$ cat config.mk
export PLATFORM = sky130hd
export DESIGN_NAME = reg_wb_unit
export DESIGN_NICKNAME = d
export VERILOG_FILES = /design/src/rtl/reg_wb_unit_pkg.sv /design/src/rtl/wb_fifo.sv /design/src/rtl/reg_wb_unit.sv
export SDC_FILE = /design/constraint.sdc
export NUM_CORES = 1
export LEC_CHECK = 0
export CAP_MARGIN = 10
export CORE_UTILIZATION = 49
export CTS_CLUSTER_SIZE = 24
export DETAILED_ROUTE_END_ITERATION = 12
export PLACE_DENSITY = 0.8
export SYNTH_ARGS = -nofsm -noshare
export SYNTH_HDL_FRONTEND = slang
export SYNTH_SLANG_ARGS = --single-unit
$ cat constraint.sdc
create_clock -name clk -period 2.3 [get_ports clk]
set_clock_uncertainty 0.15 [all_clocks]
set_input_delay 0.46 -clock clk [delete_from_list [all_inputs] [get_ports clk]]
set_output_delay 0.46 -clock clk [all_outputs]
set_load 0.01 [all_outputs]
$ cat src/rtl/reg_wb_unit_pkg.sv
// Shared widths and the write-back queue entry layout for the
// register write-back unit.
package reg_wb_unit_pkg;

  localparam int REG_IDX_W     = 2;
  localparam int DATA_W        = 8;
  localparam int NUM_REGS      = 4;
  localparam int WB_FIFO_DEPTH = 2;
  localparam int ENTRY_W       = REG_IDX_W + DATA_W;
  localparam int CNT_W         = 2;

  typedef struct packed {
    logic [REG_IDX_W-1:0] dst;
    logic [DATA_W-1:0]    data;
  } wb_entry_t;

endpackage

$ cat src/rtl/wb_fifo.sv
// Two-entry queue for ALU results waiting on the register-file
// write port; wrapping 1-bit pointers plus an explicit count.
module wb_fifo
  import reg_wb_unit_pkg::*;
(
  input  logic               clk,
  input  logic               reset_,
  input  logic               push,
  input  logic               pop,
  input  logic [ENTRY_W-1:0] din,
  output logic [ENTRY_W-1:0] dout,
  output logic [CNT_W-1:0]   count,
  output logic               full,
  output logic               empty
);

  logic [ENTRY_W-1:0] mem_q [WB_FIFO_DEPTH];
  logic               wr_ptr_q, wr_ptr_d;
  logic               rd_ptr_q, rd_ptr_d;
  logic [CNT_W-1:0]   count_q, count_d;
  logic               do_push, do_pop;

  assign full    = (count_q == CNT_W'(WB_FIFO_DEPTH));
  assign empty   = (count_q == '0);
  assign count   = count_q;
  assign dout    = mem_q[rd_ptr_q];
  assign do_push = push & ~full;
  assign do_pop  = pop & ~empty;

  always_comb begin
    wr_ptr_d = wr_ptr_q;
    rd_ptr_d = rd_ptr_q;
    count_d  = count_q;
    if (do_push) wr_ptr_d = ~wr_ptr_q;
    if (do_pop)  rd_ptr_d = ~rd_ptr_q;
    unique case ({do_push, do_pop})
      2'b10:   count_d = count_q + 1'b1;
      2'b01:   count_d = count_q - 1'b1;
      default: count_d = count_q;
    endcase
  end

  always_ff @(posedge clk or posedge reset_) begin
    if (reset_) begin
      wr_ptr_q <= 1'b0;
      rd_ptr_q <= 1'b0;
      count_q  <= '0;
      for (int i = 0; i < WB_FIFO_DEPTH; i++) mem_q[i] <= '0;
    end else begin
      wr_ptr_q <= wr_ptr_d;
      rd_ptr_q <= rd_ptr_d;
      count_q  <= count_d;
      if (do_push) mem_q[wr_ptr_q] <= din;
    end
  end

endmodule

$ cat src/rtl/reg_wb_unit.sv
// Register-file write-back arbiter: load data beats queued ALU
// results, with a single-load scoreboard that stalls decode.
module reg_wb_unit
  import reg_wb_unit_pkg::*;
(
  input  logic                 clk,
  input  logic                 reset_,
  input  logic                 alu_valid,
  input  logic [REG_IDX_W-1:0] alu_dst,
  input  logic [DATA_W-1:0]    alu_data,
  output logic                 alu_ready,
  input  logic                 ld_issue,
  input  logic [REG_IDX_W-1:0] ld_dst,
  input  logic                 mem_rsp_valid,
  input  logic [DATA_W-1:0]    mem_rsp_data,
  input  logic                 src_en_0,
  input  logic                 src_en_1,
  input  logic                 dst_en,
  input  logic [REG_IDX_W-1:0] src_sel_0,
  input  logic [REG_IDX_W-1:0] src_sel_1,
  input  logic [REG_IDX_W-1:0] dst_sel,
  output logic                 stall,
  output logic                 wr_en,
  output logic [REG_IDX_W-1:0] wr_sel,
  output logic [DATA_W-1:0]    wr_data,
  output logic [NUM_REGS-1:0]  busy,
  output logic                 wb_err
);

  logic                 wr_en_q, wr_en_d;
  logic [REG_IDX_W-1:0] wr_sel_q, wr_sel_d;
  logic [DATA_W-1:0]    wr_data_q, wr_data_d;
  logic [NUM_REGS-1:0]  busy_q, busy_d;
  logic                 wb_err_q, wb_err_d;
  logic                 ld_pending_q, ld_pending_d;
  logic [REG_IDX_W-1:0] ld_dst_q, ld_dst_d;

  logic               fifo_push, fifo_pop;
  logic               fifo_full, fifo_empty;
  logic [ENTRY_W-1:0] fifo_dout;
  logic [CNT_W-1:0]   fifo_count;
  wb_entry_t          head, alu_in;
  logic               alu_acc, ld_acc;
  logic               mem_win, fifo_win, byp_win;

  assign alu_in    = '{dst: alu_dst, data: alu_data};
  assign head      = wb_entry_t'(fifo_dout);
  assign alu_ready = ~fifo_full;
  assign alu_acc   = alu_valid & alu_ready;

  assign mem_win   = mem_rsp_valid & ld_pending_q;
  assign fifo_win  = ~mem_win & ~fifo_empty;
  assign byp_win   = ~mem_win & fifo_empty & alu_acc;
  assign fifo_pop  = fifo_win;
  assign fifo_push = alu_acc & ~byp_win;

  // busy is sampled pre-edge, so a same-cycle completion still stalls
  assign stall = (src_en_0 & busy_q[src_sel_0])
               | (src_en_1 & busy_q[src_sel_1])
               | (dst_en & busy_q[dst_sel])
               | (ld_issue & ld_pending_q & ~mem_rsp_valid);
  assign ld_acc = ld_issue & ~stall;

  wb_fifo u_fifo (
    .clk    (clk),
    .reset_ (reset_),
    .push   (fifo_push),
    .pop    (fifo_pop),
    .din    (alu_in),
    .dout   (fifo_dout),
    .count  (fifo_count),
    .full   (fifo_full),
    .empty  (fifo_empty)
  );

  always_comb begin
    wr_en_d   = mem_win | fifo_win | byp_win;
    wr_sel_d  = '0;
    wr_data_d = '0;
    unique case (1'b1)
      mem_win: begin
        wr_sel_d  = ld_dst_q;
        wr_data_d = mem_rsp_data;
      end
      fifo_win: begin
        wr_sel_d  = head.dst;
        wr_data_d = head.data;
      end
      byp_win: begin
        wr_sel_d  = alu_dst;
        wr_data_d = alu_data;
      end
      default: ;
    endcase
  end

  // set after clear: a back-to-back load to the same reg stays busy
  always_comb begin
    busy_d       = busy_q;
    ld_pending_d = ld_pending_q;
    ld_dst_d     = ld_dst_q;
    wb_err_d     = wb_err_q | (mem_rsp_valid & ~ld_pending_q);
    if (mem_win) begin
      busy_d[ld_dst_q] = 1'b0;
      ld_pending_d     = 1'b0;
    end
    if (ld_acc) begin
      busy_d[ld_dst] = 1'b1;
      ld_pending_d   = 1'b1;
      ld_dst_d       = ld_dst;
    end
  end

  always_ff @(posedge clk or posedge reset_) begin
    if (reset_) begin
      wr_en_q      <= 1'b0;
      wr_sel_q     <= '0;
      wr_data_q    <= '0;
      busy_q       <= '0;
      wb_err_q     <= 1'b0;
      ld_pending_q <= 1'b0;
      ld_dst_q     <= '0;
    end else begin
      wr_en_q      <= wr_en_d;
      wr_sel_q     <= wr_sel_d;
      wr_data_q    <= wr_data_d;
      busy_q       <= busy_d;
      wb_err_q     <= wb_err_d;
      ld_pending_q <= ld_pending_d;
      ld_dst_q     <= ld_dst_d;
    end
  end

  assign wr_en   = wr_en_q;
  assign wr_sel  = wr_sel_q;
  assign wr_data = wr_data_q;
  assign busy    = busy_q;
  assign wb_err  = wb_err_q;

endmodule

==> summary.md <==
| Metric | Value |
|---|---|
| Post-synth EDFFs | 0 |
| Floorplan die height | 66.9 microns |
| Sequential area share after synthesis | 0.522 |
| Most area-consuming cells after synthesis | sky130_fd_sc_hd__dfrtp_1, sky130_fd_sc_hd__mux2i_1, sky130_fd_sc_hd__mux2_2 |
| Critical path type | primary input to primary output |
| Count of pins over their slew limit | 0 |
| Area share of the largest cell type after synthesis | 0.522 |
| Final setup violation count | 0 |
| Dpl hpwl | 2.96 mm |
| Routed wire length | 4.28 mm |
| Accumulated negative setup slack | 0 ps |
| Root cell of the clock tree | sky130_fd_sc_hd__clkbuf_8 |
| Count of placed standard cells in the final layout, fillers left out | 288 |
| Clock Pin Slew Worst Setup and Hold Paths | 70 ps |
| Wire length of the first global-routing pass | 6.76 mm |
| Clock tree buffer depth | 2 |
| Worst vdd ir | 650 uV |
| Worst hold slack across all endpoints | 341 ps |
| Post-route DRC violation count | 0 |
| Post-Synthesis Mean Instance Area | 11.8 sq um |
| Clock buffer count from CTS | 5 |
| Synthesis-to-layout area growth | 37.5% |
| I/O pin cnt | 52 |
| Placed standard-cell area | 2700 sq um |
| Clock tree from TritonCTS | built |
| Number of fillers in the final layout | about 310 |
| Top library cells by usage in the layout, fill and taps aside | sky130_fd_sc_hd__clkdlybuf4s50_1, sky130_fd_sc_hd__dfrtp_1, sky130_fd_sc_hd__nor2_1 |
| Synth Warn # | 0 |
| Vias in the first global route | 1419 |
| WL/cell | 14.9 microns |
| Detailed-route via count | about 1500 |
| Placer congestion estimate | 0.728 |
| Total overflow reported by the global router | 0 |
| Starting density of the core | 0.511 |
| Horizontal die dimension | 66.9 microns |
| Critical-path cell list | clkdlybuf4s50_1, nand2_1, o22ai_4, nor3_1, o21ai_0, clkbuf_2 |
| Crit. End Element | primary output |
| Type of the worst min-delay path | flip-flop to flip-flop |
| Unrepaired setup endpoints after global routing | no |
| Diodes inserted | 0 |
| Pleak | 1.28 nW |
| Area of the core | 4030 sq um |
| Count of input and output buffers | 51 |
| Total of max-cap violations | 0 |
| Share of layout cells above drive strength 1 | 0.214 |
| Power after layout | 3.73 mW |
| Met1 routed wirelength after detailed routing | between 1.5 and 2 mm |
| Post CTS Setup Buffer Count | 0 |
| Worst stage delay on the critical path | 530 ps |
| Maximum number of pins on one net before global-route repair | 44 |
| Post-synthesis async set-or-reset flop share | 1.00 |
| Status | finished, final reports clean |
| Total GRT Usage | 0.207 |
| Total power divided by cell area | around 1300 nW/um^2 |
| CP arrival | 1570 ps |
| Number of standard-cell rows in the floorplan | 23 |
| Transition time of the tightest slew-check pin | 604 ps |
| Routed vias/inst | approximately 5.3 |
| Most common library cell in the layout ignoring fill and taps | sky130_fd_sc_hd__clkdlybuf4s50_1 |
| Flip-flop cell with the highest count after synthesis | sky130_fd_sc_hd__dfrtp_1 |
| Layout net count | 272 |
| Clock H-tree levels | 2 |
| Relative slew slack | 0.597 |
| Number of different library cells in the post-synthesis netlist | 32 |
| Max layer used | met4 |
| Number of nets in the synthesized netlist | 210 |
| Required time of the worst setup path | 1690 ps |
| CTS hold repair buffers | 0 |
| Post-route design area | roughly 2800 sq um |
| Die ar. | 4470 sq um |
| Count of state elements after synthesis | 43 |
| Initial antenna violation count | 0 |
| Max frequency | between 400 and 500 MHz |
| Detailed Route Iter0 Violations | 105 |
| Gate count after technology mapping | 175 |
| Period utilization | 0.950 |
| Critical-path top delay cell | sky130_fd_sc_hd__clkdlybuf4s50_1 |
| Clock latency at the later pin of the worst-skew pair | just under 300 ps |
| Routed wire length on met3 | around 180 microns |
| Leading area contributor after synthesis | sky130_fd_sc_hd__dfrtp_1 |
| Number of detailed-route iterations in the first pass | 4 |
| Final Critical Period | 2180 ps |
| Final ANT Viol Nets | 0 |
| Post-synth design cell area | 2060 sq um |
| Largest driver fanout on the critical path | 2 |
| Met2 Wirelength | 2.06 mm |
| Clock Sinks | 43 |
| Cell count after placement | 280 |
| CP Launch Type | primary input |
| Final count of hold timing violations | 0 |
## routing by layer
metal | track usage | vias up
met5 | 0 | -
met4 | 0.0798 | 0
met3 | 0.0411 | 6
met2 | 0.324 | 34
met1 | 0.280 | 745
li1 | - | 750
## kinds of logic after synthesis
kind of cell | share of synthesized area
AO/OA/AOI/OAI | 0.106
XOR/XNOR | 0.0170
flip-flops | 0.522
multiplexers | 0.214
AND/OR/NAND/NOR | 0.106
adder cells (fa/ha/maj) | 0.00607
buffers and inverters | 0.0285
## flip-flops by register name (all words and copies together) (netlist names), 2 cells and up
register      flops
ld_dst_q          2
u_fifo.mem_q     20
u_fifo.count      2
wr_data           8
busy              4
wr_sel            2
## worst max-delay path, delay by kind of cell
| family | cells | cell delay (ps) |
|---|---|---|
| compound gates | 2 | 250 |
| buf+inv | 2 | 680 |
| simple gates | 2 | 190 |
## synth_stat cells (2+ instances only)
cell type	instances
sky130_fd_sc_hd__nor2_1	22
sky130_fd_sc_hd__a32o_1	4
sky130_fd_sc_hd__a31oi_1	10
sky130_fd_sc_hd__nand2b_1	4
sky130_fd_sc_hd__a21oi_1	11
sky130_fd_sc_hd__mux2_2	13
sky130_fd_sc_hd__mux2i_1	16
sky130_fd_sc_hd__o22ai_1	3
sky130_fd_sc_hd__inv_1	5
sky130_fd_sc_hd__nand2_1	8
sky130_fd_sc_hd__dfrtp_1	43
sky130_fd_sc_hd__buf_2	2
sky130_fd_sc_hd__xnor2_1	2
sky130_fd_sc_hd__xor2_1	2
sky130_fd_sc_hd__mux2_4	9
sky130_fd_sc_hd__clkbuf_1	5
## where the power goes
part / internal, mW / switching [mW]
sequential: 1.14 / 0.283
clock: 0.351 / 0.253
combinational: 1.00 / 0.710
## path summary, 6_finish.rpt
check	endpoint	slack, ps	depth (start not counted)	from
worst max-delay path	stall	120	6	dst_en
worst min-delay path	wb_err	340	1	wb_err
worst max register to register	ld_dst_q[1]	370	5	busy[3]
worst min register to register	wb_err	340	1	wb_err
max in group asynchronous	u_fifo.mem_q[3]	1190	3	reset_
min in group asynchronous	wr_data[1]	450	3	reset_
## per-stage QoR
step | setup slack [ps] | utilization
after floorplan | 499 | -
after global placement | -380 | 0.669
after detailed placement | -398 | 0.669
after CTS | 6.63 | 0.700
after global routing | 32.1 | 0.703
final | 116 | 0.703
## timing repair
| action | CTS | global route |
|---|---|---|
| resized for setup | 6 | 4 |
| setup endpoints to repair | 1 | 1 |
| pin swaps | 1 | 1 |
## area by class of cell
type / instances / area [sq um] / area share
repair buffers: 63 / 604 / 0.213
clock inverters: 2 / 35.0 / 0.0124
flip-flops and latches: 43 / 1080 / 0.380
well taps: 50 / 62.6 / 0.0221
inverters: 5 / 18.8 / 0.00663
multi-input cells: 119 / 953 / 0.337
clock buffers: 6 / 82.6 / 0.0292
Power figures use the tool's default switching activity.
